### config.mk
export PLATFORM = sky130hd
export DESIGN_NAME = square_freq_detect
export DESIGN_NICKNAME = d
export VERILOG_FILES = /design/src/rtl/square_freq_detect_pkg.sv /design/src/rtl/recip_divider.sv /design/src/rtl/square_freq_detect.sv
export SDC_FILE = /design/constraint.sdc
export NUM_CORES = 1
export LEC_CHECK = 0
export BUFFER_PORTS_ARGS = -buffer_cell sky130_fd_sc_hd__buf_2
export CORE_UTILIZATION = 60
export DETAILED_ROUTE_END_ITERATION = 10
export GPL_ROUTABILITY_DRIVEN = 0
export HOLD_SLACK_MARGIN = 0.06
export PLACE_DENSITY = 0.83
export REMOVE_ABC_BUFFERS = 1
export SYNTH_ARGS = -nofsm -noshare
export SYNTH_HDL_FRONTEND = slang
export SYNTH_HIERARCHICAL = 1
export SYNTH_SLANG_ARGS = --single-unit
### constraint.sdc
create_clock -name clk_in -period 3.85 [get_ports clk_in]
set_input_delay 0 -clock clk_in [delete_from_list [all_inputs] [get_ports clk_in]]
set_output_delay 0 -clock clk_in [all_outputs]
set_load 0.01 [all_outputs]
### src/rtl/square_freq_detect_pkg.sv
// rtl/square_freq_detect_pkg.sv - shared synth constants and crossing-detector types
package square_freq_detect_pkg;

    localparam int SYNTH_WIDTH          = 24;
    localparam int SYNTH_PHASE_ACC_BITS = 32;
    localparam int FREQ_DET_PERIOD_BITS = 16;

    localparam logic signed [SYNTH_WIDTH-1:0]   FREQ_DET_HYST       = 24'sd4096;
    localparam logic [FREQ_DET_PERIOD_BITS-1:0] FREQ_DET_MIN_PERIOD = 16'd4;
    localparam logic [FREQ_DET_PERIOD_BITS-1:0] FREQ_DET_MAX_PERIOD = 16'd65535;

    typedef enum logic [1:0] {
        WAIT_LOW = 2'd0,
        ARMED    = 2'd1,
        HIGH     = 2'd2
    } xing_state_t;

endpackage

### src/rtl/recip_divider.sv
// rtl/recip_divider.sv - restoring divider computing floor(2^N / divisor)
module recip_divider
    import square_freq_detect_pkg::*;
#(
    parameter int N  = SYNTH_PHASE_ACC_BITS,
    parameter int PW = FREQ_DET_PERIOD_BITS
) (
    input  logic          i_clk,
    input  logic          i_rst,
    input  logic          i_start,
    input  logic          i_abort,
    input  logic [PW-1:0] i_divisor,
    output logic          o_busy,
    output logic          o_done,
    output logic [N-1:0]  o_quotient
);

    localparam int             IW      = $clog2(N + 2);
    localparam logic [IW-1:0]  IDX_TOP = IW'(N);

    logic [IW-1:0] r_idx;
    logic [PW-1:0] r_div;
    logic [PW-1:0] r_rem;
    logic [N-1:0]  r_quo;
    logic          r_busy;
    logic          r_done;

    logic          w_bit;
    logic [PW:0]   w_rem_sh;
    logic          w_ge;
    logic [PW-1:0] w_rem_nxt;

    // The dividend 2^N has a single set bit, at the first iteration only.
    assign w_bit     = (r_idx == IDX_TOP);
    assign w_rem_sh  = {r_rem, w_bit};
    assign w_ge      = (w_rem_sh >= {1'b0, r_div});
    assign w_rem_nxt = w_ge ? PW'(w_rem_sh - {1'b0, r_div}) : PW'(w_rem_sh);

    // One quotient bit per cycle over N+1 iterations; the leading bit is always
    // zero for divisors >= 2 and simply shifts out of the N-bit register.
    always_ff @(posedge i_clk or posedge i_rst) begin
        if (i_rst) begin
            r_idx  <= '0;
            r_div  <= '0;
            r_rem  <= '0;
            r_quo  <= '0;
            r_busy <= 1'b0;
            r_done <= 1'b0;
        end else begin
            r_done <= 1'b0;
            if (i_abort) begin
                r_busy <= 1'b0;
            end else if (i_start) begin
                r_div  <= i_divisor;
                r_rem  <= '0;
                r_quo  <= '0;
                r_idx  <= IDX_TOP;
                r_busy <= 1'b1;
            end else if (r_busy) begin
                r_rem <= w_rem_nxt;
                r_quo <= {r_quo[N-2:0], w_ge};
                r_idx <= r_idx - 1'b1;
                if (r_idx == '0) begin
                    r_busy <= 1'b0;
                    r_done <= 1'b1;
                end
            end
        end
    end

    assign o_busy     = r_busy;
    assign o_done     = r_done;
    assign o_quotient = r_quo;

endmodule

### src/rtl/square_freq_detect.sv
// rtl/square_freq_detect.sv - period measurement to phase increment recovery
module square_freq_detect
    import square_freq_detect_pkg::*;
#(
    parameter logic signed [SYNTH_WIDTH-1:0]   HYST       = FREQ_DET_HYST,
    parameter logic [FREQ_DET_PERIOD_BITS-1:0] MIN_PERIOD = FREQ_DET_MIN_PERIOD,
    parameter logic [FREQ_DET_PERIOD_BITS-1:0] MAX_PERIOD = FREQ_DET_MAX_PERIOD
) (
    input  logic                            clk_in,
    input  logic                            rst_in,
    input  logic signed [SYNTH_WIDTH-1:0]   sample_in,
    input  logic                            sample_valid_in,
    output logic [SYNTH_PHASE_ACC_BITS-1:0] phase_incr_out,
    output logic                            incr_valid_out,
    output logic                            locked_out
);

    localparam int PW = FREQ_DET_PERIOD_BITS;
    localparam int N  = SYNTH_PHASE_ACC_BITS;
    localparam logic signed [SYNTH_WIDTH-1:0] NEG_HYST = -HYST;

    xing_state_t   r_state;
    xing_state_t   w_state_nxt;
    logic [PW-1:0] r_count;
    logic          r_first_seen;
    logic [N-1:0]  r_phase;
    logic          r_incr_valid;
    logic          r_locked;

    logic          w_rise;
    logic          w_timeout;
    logic          w_crossing;
    logic          w_launch;
    logic          w_div_busy;
    logic          w_div_done;
    logic [N-1:0]  w_div_quo;

    // Counter reaching the limit means the signal is gone; this beats a crossing.
    assign w_timeout  = sample_valid_in & r_first_seen & (r_count == MAX_PERIOD);
    assign w_crossing = w_rise & ~w_timeout;
    assign w_launch   = w_crossing & r_first_seen & ~w_div_busy
                      & (r_count >= MIN_PERIOD) & (r_count < MAX_PERIOD);

    // Crossing state register.
    always_ff @(posedge clk_in or posedge rst_in) begin
        if (rst_in) r_state <= WAIT_LOW;
        else        r_state <= w_state_nxt;
    end

    // Hysteretic crossing detection: only ARMED -> HIGH counts as a rising crossing.
    always_comb begin
        w_state_nxt = r_state;
        w_rise      = 1'b0;
        if (sample_valid_in) begin
            case (r_state)
                WAIT_LOW: if (sample_in <= NEG_HYST) w_state_nxt = ARMED;
                ARMED: begin
                    if (sample_in >= HYST) begin
                        w_state_nxt = HIGH;
                        w_rise      = 1'b1;
                    end
                end
                HIGH:     if (sample_in <= NEG_HYST) w_state_nxt = ARMED;
                default:  w_state_nxt = WAIT_LOW;
            endcase
        end
        if (w_timeout) w_state_nxt = WAIT_LOW;
    end

    // Period counter: reloads to 1 on every crossing, counts samples once armed.
    always_ff @(posedge clk_in or posedge rst_in) begin
        if (rst_in) begin
            r_count      <= '0;
            r_first_seen <= 1'b0;
        end else if (w_timeout) begin
            r_count      <= '0;
            r_first_seen <= 1'b0;
        end else if (w_crossing) begin
            r_count      <= PW'(1);
            r_first_seen <= 1'b1;
        end else if (sample_valid_in && r_first_seen) begin
            r_count      <= r_count + PW'(1);
        end
    end

    recip_divider #(
        .N  (N),
        .PW (PW)
    ) u_div (
        .i_clk      (clk_in),
        .i_rst      (rst_in),
        .i_start    (w_launch),
        .i_abort    (w_timeout),
        .i_divisor  (r_count),
        .o_busy     (w_div_busy),
        .o_done     (w_div_done),
        .o_quotient (w_div_quo)
    );

    // Output registers: a timeout reports zero/unlocked, a finished division reports lock.
    always_ff @(posedge clk_in or posedge rst_in) begin
        if (rst_in) begin
            r_phase      <= '0;
            r_incr_valid <= 1'b0;
            r_locked     <= 1'b0;
        end else begin
            r_incr_valid <= 1'b0;
            if (w_timeout) begin
                r_phase      <= '0;
                r_incr_valid <= 1'b1;
                r_locked     <= 1'b0;
            end else if (w_div_done) begin
                r_phase      <= w_div_quo;
                r_incr_valid <= 1'b1;
                r_locked     <= 1'b1;
            end
        end
    end

    assign phase_incr_out = r_phase;
    assign incr_valid_out = r_incr_valid;
    assign locked_out     = r_locked;

endmodule

# == Word level (Yosys, flattened, before mapping) ==
# Index checks and enable logic that the tools add are counted.
# Widths: inputs -> output; s select.
# op_classes
addsub,3
mul,0
div_mod_pow,0
n_lt_le_gt_ge,5
eq_ne,6
shift,0
n_mux,34
bitwise,9
n_reduce_logical,12
# ops
operator,count
$mux 32,4
$mux 16,6
$ge 24x14->1 const B,1
$le 24x13->1 const B,1
$ge 17x16->1,1
$mux 1,17
$add 16x1->16 const B,1
$eq 16x16->1 const B,1
$ge 16x3->1 const B,1
$lt 16x16->1 const B,1
$sub 16x16->16,1
$mux 6,2
$mux 2,4
$reduce_bool 2->1,4
$and 1x1->1,7
$eq 6x6->1 const B,1
$logic_not 6->1,1
$sub 6x1->6 const B,1
$pmux 2 s2,1
$reduce_and 2->1,2
$ne 3x1->1 const B,1
$ne 3x3->1 const B,1
$reduce_and 3->1,1
$reduce_bool 3->1,1
other kinds (6),7
# word_totals
reg_bits,125
latch_bits,0
mem_bits_rw,0
romBits,0
input_bits,27
n_memories,0

# == Depth between registers and ports, before layout ==
# Gate-level depths: netlist of the first run.
# logic_depth
ltp_word,11
ltp_mapped,12
ltp_nobuf,12

# == Modules after synthesis ==
# Netlist of the first run, hierarchy kept.
# by_module_without_submodules
module,instances,cells_each,area_each_um2,seq_area_each_um2
recip_divider,1,382,3868.7,1801.7
square_freq_detect,1,249,2565.0,1326.3

# == Least setup slack after synthesis of the first run ==
# Ideal clock, no wire load.
# synth_path
path_type,register to register
from,register u_div.r_idx[0]
to,register u_div.r_rem[14]
setup_ns,0.135
arrival_time_ns,2.598
t_required_ns,3.715
slack_ns,1.117
path_stages_with_launch,13
synth_period_minus_slack_ns,2.733
path_cell_list,dfrtp_1 inv_1 ha_1 nor4b_1 nand2_1 ha_1 fa_1 nand2b_1 a21oi_1 o21ai_0 a211o_1 a22oi_1 o31ai_2
# synth_between
elab_chain_len,5
word_cells_on_any_way,6
classes_between,1 x add/sub; 1 x order compare; 1 x eq/ne; 3 x mux
# synth_rtl
element,line,text
"start, declared",recip_divider.sv:21,logic [IW-1:0] r_idx;
"start signal, assigned",recip_divider.sv:62,r_idx <= r_idx - 1'b1;
$eq 6x6->1 *,recip_divider.sv:34,assign w_bit = (r_idx == IDX_TOP);
$sub 16x16->16 or $ge 17x16->1 (tied branches),"recip_divider.sv:37, recip_divider.sv:36",
$mux 16 *,recip_divider.sv:37,"assign w_rem_nxt = w_ge ? PW'(w_rem_sh - {1'b0, r_div}) : PW'(w_rem_sh);"
$mux 16 *,recip_divider.sv:59,end else if (r_busy) begin
$mux 16 *,recip_divider.sv:53,end else if (i_start) begin
"end signal, assigned",recip_divider.sv:60,r_rem <= w_rem_nxt;
"end, declared",recip_divider.sv:23,logic [PW-1:0] r_rem;
# Mark *: on every way between the ends. The rest lies on a longest branch, timed or not. The select of a mux whose other input is x is not followed.
# A chain may end at the register's enable or synchronous reset.

# == Final worst setup path of the first run ==
# Same ends and word-level chain as after synthesis.

==> results of run 1 <==
-- worst max path at each step --
| stage | from | end | slack [ns] | cells after the start |
|---|---|---|---|---|
| after floorplan | r_count[2] | u_div/r_idx[4] | 0.29 | 9 |
| after CTS | u_div/r_idx[0] | u_div/r_rem[14] | 0.69 | 12 |
| after detailed placement | u_div/r_idx[0] | u_div/r_rem[14] | 0.71 | 12 |
| after global placement | u_div/r_idx[0] | u_div/r_rem[14] | 0.82 | 12 |
| after global routing | u_div/r_idx[0] | u_div/r_rem[14] | 0.42 | 12 |
| final | u_div/r_idx[0] | u_div/r_rem[14] | 0.66 | 12 |
-- sequential cells by signal, indices dropped and copies added (netlist names) --
| name | count |
|---|---|
| u_div/o_quotient | 32 |
| phase_incr_out | 32 |
| u_div/r_div | 16 |
| r_state | 2 |
| incr_valid_out | 1 |
| r_count | 16 |
| u_div/r_rem | 16 |
| r_first_seen | 1 |
| u_div/o_busy | 1 |
| u_div/r_idx | 6 |
| u_div/o_done | 1 |
| locked_out | 1 |
-- final cells by class --
type	instances	area share
clock buffers	19	0.0590
clock inverters	13	0.0217
inverters	30	0.0150
multi-input cells	441	0.405
flip-flops and latches	125	0.418
well taps	136	0.0227
repair buffers	76	0.0591
-- cells in the mapped netlist, drive strengths merged, types with 19 or more instances --
library cell  number
a21oi             19
a22o              31
buf               20
dfrtp            125
ha                20
inv               30
mux2i             34
nand2             58
nor2              66
nor3              23
o21ai             27
xnor2             24
-- worst max-delay path, stage by stage (launching register included) --
cell	delay, ns
dfrtp_1	0.40
inv_1	0.09
ha_1	0.14
nor4b_1	0.34
nand2_1	0.13
ha_1	0.23
fa_1	0.40
nand2b_1	0.18
a21oi_1	0.22
o21ai_0	0.28
a221oi_1	0.35
a22oi_1	0.12
o31ai_2	0.20
-- layer usage --
layer / global-route usage / routed length (um) / share of wire / up-vias
met5: 0 / 0 / 0 / -
met4: 0.108 / 376 / 0.024 / 0
met3: 0.0643 / 863 / 0.056 / 35
met2: 0.500 / 7760 / 0.50 / 235
met1: 0.371 / 6440 / 0.42 / 2650
li1: - / - / - / 2379
-- stage by stage --
step                       util  cells  power, mW  hold WS (ns)
final                     0.722    840       7.10         0.161
after global routing      0.722    840       7.50         0.207
after CTS                 0.722    840       7.05         0.142
after detailed placement  0.655    799       5.34         0.225
after global placement    0.655    799       5.15         0.211
after floorplan               -    596       4.43         0.175
-- cells by family after synthesis --
kind of cell | share of synthesized area
simple gates | 0.171
compound gates | 0.162
flops | 0.486
buf+inv | 0.0465
mux | 0.0546
xor+xnor | 0.0381
fa+ha+maj | 0.0420
-- power by group through the flow --
stage / clock network, mW / registers, mW / logic, mW
global route: 1.70 / 2.14 / 3.67
global placement: 0 / 2.07 / 3.08
finish: 1.63 / 2.10 / 3.37
detailed placement: 0 / 2.09 / 3.24
CTS: 1.64 / 2.09 / 3.32
floorplan: 0 / 2.09 / 2.33
==> results.md, run 1 <==
- Setup Fix Bufs, Post-CTS: 0
- Critical path arrival: 3.62 ns
- Rel. slew slack: 0.183
- Via count: ~5300
- Pint: 4.14 mW
- Detailed Route WL: roughly 15 mm
- Antenna violations before repair: 0
- Worst skew pair latency: between 0.5 and 0.6 ns
- Commonest non-fill, non-tap cell in the layout: dfrtp_1
- IO Count: 61
- Clk sinks: between 100 and 150
- Final Hold Viols: 0
- Worst r2r path cells: 12
- Crit end category: flip-flop
- Ys flop type: dfrtp_1
- Largest net degree at the start of global routing: 54
- Worst r2r src: u_div/r_idx[0]
- Async set-reset flop share out of synthesis: 1.00
- EDFF count, synth: 0
- Root buf cell: clkbuf_8
- Final setup violation count: 0
- Die Wd: ~110 um
- N_diodes: 0
- Sequential fraction of design power: 0.296
- Slew at the pin with the worst max-slew slack: between 1 and 1.5 ns
- Remaining DRCs: 0
- Post-route ant nets: 0
- Global route overflow: 0
- Setup ws final: ~0.66 ns
- First-pass GRT wire length: ~26 mm
- Footprint of the multi-input gates: a little over 3000 um^2
- Routed wire per std cell: approximately 18 um
- Fill count: between 600 and 700
- R2R Path End: u_div/r_rem[14]
- Pwr Density: about 950 nW/um^2
- Synth Warn #: 6
- Starting DRT DRC Count: 503
- Clock Skew: a little over 0.009 ns
- CTS tree: done
- Clock Path Buffers: 2
- Setup Slack @ Placement: ~0.7 ns
- Worst hold start: sample_in[13]
- Status: completed
- Reg clk slew, reported paths: about 0.060 ns
- CTS resizes: 0
- CTS buffer count: 17
- Max Slew Vio Count: 0
- Fin crit period: about 3.2 ns
- Combinational Power Share: 0.474
- P_sw: around 3.0 mW
- DIE HEIGHT: 106 um
- Largest cells by area after synthesis: dfrtp_1 49%, mux2i_1 5.3%, a22o_1 4.2%
- Crit-path max FO: 4
- Input/output buffers: 60
- RSZ-0062 raised after global routing: false
- Synth area leader: dfrtp_1
- Cell variety after synth: 70
- Worst Path Required: ~4.3 ns
- Ratio of cells with drive above 1 in the final layout: 0.186
- Post-route cell area: around 7500 um^2
- Vias in the first global route: approximately 5200
- Cells after synthesis: about 630
- DR vias/cell: ~6.3
- WS Path Type: flip-flop to flip-flop
- Layout Nets: 739
- Core area: about 10000 um^2
- Switching share of total power: 0.417
- Critical Path Start Type: flip-flop
- Clock power share: 0.230
- Die area: approximately 11000 um^2
- Max VDD drop: slightly above 0.5 mV
- Yosys reg bits: roughly 130
- H-tree Lvls: 4
- GRT Util Overall: 0.294
- Row count: 37
- Average size of a mapped cell: roughly 10 um^2
- Post-DP HPWL: 9.60 mm
- Sequential area share after synthesis: 0.486
- Flop2flop setup slack: around 0.66 ns
- Most frequent cells in the layout: 124 x dfrtp_1, 64 x nor2_1, 60 x buf_2, 57 x nand2_1, 34 x mux2i_1
- DP Area: 6800 um^2
- Type of the most critical hold path: input pin to flip-flop
- Leakage: roughly 3.3 nW
- Yosys top cell area share: 0.486
- Hold Buf Count CTS: 9
- Setup TNS: 0 ns
- Max Clk Rate: 0.314 GHz
- Area growth syn-to-layout: 16.4%
- Worst Hold End: r_state[1]
- Hold Path Stages: 5
- Starting Density: 0.620
- Cell area after synthesis: roughly 6400 um^2
- Max_cap viols: 0
- Fin crit share: 0.828
- Seq. cell area: between 3000 and 4000 um^2
- Drt first pass iters: 5
Note: power is estimated with default switching activity, not from simulation.
==> inputs of run 2 (changes only) <==
- clock period: 3.85 -> 3 ns (I/O delays scaled with it)
==> results.md, run 2 (synthesis gave the netlist of run 1 again) <==
- Final Hold Viols: 0 (unchanged)
- Combinational Power Share: 0.483 (+0.009)
- Fin crit share: 0.931 (+0.103)
- IO Count: 61 (unchanged)
- Post-DP HPWL: 9.71 mm (+1.2%)
- Switching share of total power: 0.418 (+0.000810)
- Setup TNS: 0 ns (unchanged)
- H-tree Lvls: 4 (unchanged)
- Max Slew Vio Count: 0 (unchanged)
- Starting DRT DRC Count: 646 (+28%)
- Pint: 5.46 mW (+32%)
- Clock Skew: 0.00864 ns (-0.000683 ns)
- CTS buffer count: 17 (unchanged)
- Status: completed
- Area growth syn-to-layout: 18.4%
- Leakage: 3.37 nW (+1.8%)
- Sequential fraction of design power: 0.291 (-0.005)
- DR vias/cell: 6.42 (+1.7%)
- CP bufs+invs: 1 (unchanged)
- Pwr Density: 1230 nW/um^2 (+30%)
- Clock Path Buffers: 2 (unchanged)
- Commonest non-fill, non-tap cell in the layout: dfrtp_1
- Most frequent cells in the layout: 124 x dfrtp_1, 64 x nor2_1, 60 x buf_2, 57 x nand2_1, 34 x mux2i_1
- Input/output buffers: 60 (unchanged)
- Root buf cell: clkbuf_8
- Routed wire per std cell: 19.5 um (+6.3%)
- WS Path Type: flip-flop to flip-flop
- Largest net degree at the start of global routing: 73 (+35%)
- Setup ws final: 0.208 ns (-0.455 ns)
- Top delay family on crit path: compound AO/OA/AOI/OAI gates
- Largest stage delay on the critical path: 0.41 ns (about the same)
- Ratio of cells with drive above 1 in the final layout: 0.205 (+0.0187)
- Final setup violation count: 0 (unchanged)
- Vias in the first global route: 5460 (+4.2%)
- Rel. slew slack: 0.350 (+0.167)
- Worst Path Required: 3.40 ns (-0.88 ns)
- DP Area: 6890 um^2 (+1.4%)
- Worst Hold Slack: 0.195 ns (+0.0340 ns)
- Slowest CP cell: dfrtp_1
- RSZ-0062 raised after global routing: false
- Reg clk slew, reported paths: 0.06 ns (about the same)
- Slew at the pin with the worst max-slew slack: 0.975 ns (-0.248 ns)
- Via count: 5447 (+2.8%)
- Detailed Route WL: 16.6 mm (+7.5%)
- Type of the most critical hold path: input pin to flip-flop
- Starting Density: 0.620 (unchanged)
- Clock power share: 0.226 (-0.004)
- Max VDD drop: 0.644 mV (+25%)
- Critical path arrival: 3.19 ns (-0.43 ns)
- Remaining DRCs: 0 (unchanged)
- Crit-path cells: inv_1, ha_1, nor4b_4, nand2_1, ha_1, fa_1, nand2b_4, a21oi_2, o21ai_2, a211o_1, a22oi_1, o31ai_2
- Post-route cell area: 7620 um^2 (+1.7%)
- Placed cell count: 808 (+1.1%)
- CP dominant cell by count: ha_1
- Critical Path Start Type: flip-flop
- Drt first pass iters: 5 (unchanged)
- DIE HEIGHT: 106 um (unchanged)
- First-pass GRT wire length: 27.2 mm (+6.1%)
- Max Clk Rate: 0.358 GHz (+14%)
- Crit-path max FO: 4 (unchanged)
- Post-Layout Cell Count: 849 (+1.1%)
- Final Power: 9.38 mW (+32%)
- Fin crit period: 2.79 ns (-0.395 ns)
- Row count: 37 (unchanged)
- Fill count: 683 (+0.44%)
- P_sw: 3.92 mW (+32%)
- GRT Util Overall: 0.315 (+0.0207)
- Die area: 11100 um^2 (unchanged)
- Post-route ant nets: 0 (unchanged)
- Antenna violations before repair: 0 (unchanged)
- Clk sinks: 125 (unchanged)
- Max_cap viols: 0 (unchanged)
- Core Util, Final: 0.734 (+0.0122)
- Layout Nets: 748 (+1.2%)
- Worst skew pair latency: 0.53 ns (about the same)
- Global route overflow: 0 (unchanged)
- N_diodes: 0 (unchanged)
- Die Wd: 106 um (unchanged)
- Core area: 10400 um^2 (unchanged)
- Crit end category: flip-flop
- CTS tree: done
- Setup Slack @ Placement: -0.108 ns (-0.823 ns)
run 2: cell types whose count changed in the layout (fill, tap and decap cells not counted), sizes merged:
cell / delta
buf: +10
clkinv: -3
clkinvlp: +2
dlygate4sd3: -2
clkbuf: +1
nor2: +1
run 2: area by class of cell:
type | instances | area, um^2 | area share
Multi-Input combinational cell | 442 | 3070 | 0.403
Inverter | 30 | 113 | 0.0148
Clock buffer | 20 | 455 | 0.0598
Clock inverter | 12 | 159 | 0.0209
Timing Repair Buffer | 84 | 523 | 0.0687
Sequential cell | 125 | 3130 | 0.411
Tap cell | 136 | 170 | 0.0223
run 2: final timing paths:
check / slack (ns) / from / endpoint / cells past startpoint
max reg2reg: 0.21 / u_div/r_idx[0] / u_div/r_rem[14] / 12
max in group asynchronous: 2.01 / rst_in / u_div/o_done / 4
min in group asynchronous: 0.25 / rst_in / phase_incr_out[6] / 3
min reg2reg: 0.51 / locked_out / locked_out / 2
max: 0.21 / u_div/r_idx[0] / u_div/r_rem[14] / 12
min: 0.19 / sample_in[13] / r_count[0] / 5
run 2: power groups by stage:
| stage | sequential (mW) | combinational (mW) | clock (mW) |
|---|---|---|---|
| finish | 2.73 | 4.53 | 2.12 |
| global route | 2.78 | 4.94 | 2.21 |
| CTS | 2.70 | 4.36 | 2.12 |
| global placement | 2.66 | 4.07 | 0 |
| detailed placement | 2.69 | 4.26 | 0 |
| floorplan | 2.69 | 3.00 | 0 |
run 2: per-layer routing:
metal | track usage | vias up | share of wire
met5 | 0 | - | 0
met4 | 0.162 | 0 | 0.035
met3 | 0.0594 | 59 | 0.065
met2 | 0.529 | 295 | 0.50
met1 | 0.389 | 2694 | 0.40
li1 | - | 2399 | -
run 2: tightest hold or removal path, cell delays in order:
cell,delay [ns]
buf_2,0.09
nor4_1,0.05
nand3_1,0.10
nand3_1,0.24
a21oi_1,0.20
run 2: what timing repair did:
action / CTS / global route
hold buffers: 7 / 0
cloned: 0 / 1
hold endpoints to repair: 126 / 0
resized for setup: 2 / 4
setup endpoints to repair: 3 / 5
pin swaps: 0 / 2
setup buffers: 0 / 1
==> inputs of run 3 (changes only) <==
- clock period: 3 -> 3.2 ns (I/O delays scaled with it)
==> results.md, run 3 (synthesis gave the netlist of run 1 again) <==
- Status: completed
- Sequential fraction of design power: 0.298 (+0.007)
- Clock Skew: 0.0116 ns (+0.00292 ns)
- Critical Path Start Type: flip-flop
- Antenna violations before repair: 0 (unchanged)
- Remaining DRCs: 0 (unchanged)
- Switching share of total power: 0.423 (+0.00432)
- Final Power: 8.50 mW (-9.3%)
- Final setup violation count: 0 (unchanged)
- Most frequent cells in the layout: 124 x dfrtp_1, 64 x nor2_1, 60 x buf_2, 57 x nand2_1, 34 x mux2i_1
- CTS tree: done
- Worst Path Required: 3.59 ns (+0.19 ns)
- DIE HEIGHT: 106 um (unchanged)
- Post-DP HPWL: 10.2 mm (+4.9%)
- Row count: 37 (unchanged)
- Drt first pass iters: 5 (unchanged)
- Setup TNS: 0 ns (unchanged)
- Routed wire per std cell: 18.9 um (-3.1%)
- Fin crit period: 2.96 ns (+0.168 ns)
- Starting Density: 0.620 (unchanged)
- Setup Fix Bufs, Post-CTS: 0 (unchanged)
- Type of the most critical hold path: input pin to asynchronous set/reset pin
- Vias in the first global route: 5380 (-1.5%)
- Ratio of cells with drive above 1 in the final layout: 0.193 (-0.0115)
- Final Hold Viols: 0 (unchanged)
- Combinational Power Share: 0.482 (about the same)
- Crit-path cells: inv_1, ha_1, nor4b_2, nand2_1, ha_1, fa_1, nand2b_1, a21oi_2, o21ai_1, a211o_1, a22oi_1, o31ai_2
- Pwr Density: 1130 nW/um^2 (-8.0%)
- Rel. slew slack: 0.234 (-0.116)
- Worst r2r path cells: 12 (unchanged)
- Crit end category: flip-flop
- Slowest CP cell: fa_1
- Post-route ant nets: 0 (unchanged)
- Fin crit share: 0.925 (-0.00562)
- Via count: 5294 (-2.8%)
- Fill count: 707 (+3.5%)
- Flop2flop setup slack: 0.24 ns (+0.03 ns)
- Clock power share: 0.220 (-0.006)
- Root buf cell: clkbuf_8
- First-pass GRT wire length: 26.5 mm (-2.5%)
- Starting DRT DRC Count: 459 (-29%)
- Clock Path Buffers: 2 (unchanged)
- CP dominant cell by count: ha_1
- Input/output buffers: 60 (unchanged)
- R2R Path End: u_div/r_rem[14]
- GRT Util Overall: 0.308 (-0.00698)
- Worst skew pair latency: 0.51 ns (-0.02 ns)
- Max_cap viols: 0 (unchanged)
- Detailed Route WL: 16.0 mm (-3.6%)
- Crit-path max FO: 4 (unchanged)
- Slew at the pin with the worst max-slew slack: 1.15 ns (+0.172 ns)
- RSZ-0062 raised after global routing: false
- Post-route cell area: 7510 um^2 (-1.4%)
- Core area: 10400 um^2 (unchanged)
- Largest net degree at the start of global routing: 54 (-26%)
- H-tree Lvls: 4 (unchanged)
- Max VDD drop: 0.829 mV (+29%)
- Reg clk slew, reported paths: 0.06 ns (about the same)
- DP Area: 6830 um^2 (-0.80%)
- Commonest non-fill, non-tap cell in the layout: dfrtp_1
- Area growth syn-to-layout: 16.7%
- P_sw: 3.59 mW (-8.4%)
- Pint: 4.91 mW (-10%)
- Layout Nets: 744 (-0.53%)
- CTS buffer count: 17 (unchanged)
- N_diodes: 0 (unchanged)
- Worst r2r src: u_div/r_idx[0]
- Core Util, Final: 0.724 (-0.0104)
- Critical path arrival: 3.35 ns (+0.16 ns)
- Max Slew Vio Count: 0 (unchanged)
- DR vias/cell: 6.27 (-2.3%)
- Die Wd: 106 um (unchanged)
- Largest stage delay on the critical path: 0.43 ns (+0.02 ns)
- Clk sinks: 125 (unchanged)
- Global route overflow: 0 (unchanged)
- IO Count: 61 (unchanged)
- Die area: 11100 um^2 (unchanged)
- WS Path Type: flip-flop to flip-flop
- Leakage: 3.32 nW (-1.4%)
- Max Clk Rate: 0.338 GHz (-5.7%)
- Worst Hold Slack: 0.208 ns (+0.0127 ns)
-- run 3: cell types whose count changed in the layout (fill, tap and decap cells not counted), sizes merged --
| cell | previous run | this run |
|---|---|---|
| buf | 77 | 72 |
| inv | 32 | 35 |
| clkbuf | 20 | 18 |
| clkinv | 2 | 4 |
| clkinvlp | 5 | 3 |
| dlygate4sd3 | 7 | 9 |
| bufinv | 3 | 2 |
| nor2 | 67 | 66 |
-- run 3: critical path, delay by kind of cell, from the launching register on --
kind,cells,cell delay [ns]
adder cells (fa/ha/maj),3,0.81
flip-flops,1,0.40
AND/OR/NAND/NOR,3,0.58
AO/OA/AOI/OAI,5,0.96
buffers and inverters,1,0.09
-- run 3: worst max path at each step --
stage	from	to
after CTS	u_div/r_idx[0]	u_div/r_rem[14]
after global routing	u_div/r_idx[0]	u_div/r_rem[14]
after detailed placement	u_div/r_idx[0]	u_div/r_rem[14]
after floorplan	r_count[2]	u_div/r_idx[4]
final	u_div/r_idx[0]	u_div/r_rem[14]
after global placement	u_div/r_idx[0]	u_div/r_rem[14]
-- run 3: final cells by class --
cell class                 instances  area [um^2]  share of cell area
inverter                          30          113              0.0150
timing repair buffer              81          480              0.0640
sequential                       125         3130               0.417
multi-input combinational        441         3040               0.405
clock buffer                      18          418              0.0557
tap                              136          170              0.0227
clock inverter                    14          158              0.0210
-- run 3: power groups by stage --
stage | clock network (mW) | logic [mW] | registers, mW
2_1_floorplan | 0 | 2.81 | 2.52
3_3_place_gp | 0 | 3.75 | 2.49
3_5_place_dp | 0 | 3.93 | 2.53
4_1_cts | 1.89 | 4.02 | 2.52
5_1_grt | 1.96 | 4.51 | 2.59
6_report | 1.87 | 4.09 | 2.54
-- run 3: per-layer routing --
layer  track usage  vias up  part of all wire
li1              -     2398                 -
met1         0.393     2593              0.42
met2         0.515      251              0.49
met3        0.0594       52             0.063
met4         0.130        0             0.029
met5             0        -                 0
-- run 3: repair_timing --
| action | 4_1_cts | 5_1_grt |
|---|---|---|
| hold buffers | 9 | 0 |
| gates resized for setup | 0 | 3 |
| endpoints found under the setup margin | 0 | 3 |
| endpoints found under the hold margin | 97 | 0 |
-- run 3: per-stage QoR --
step           setup WS [ns]  instances
3_5_place_dp          0.0621        804
4_1_cts            0.0000477        845
6_report               0.239        845
5_1_grt               0.0182        845
3_3_place_gp           0.169        804
2_1_floorplan         -0.361        596
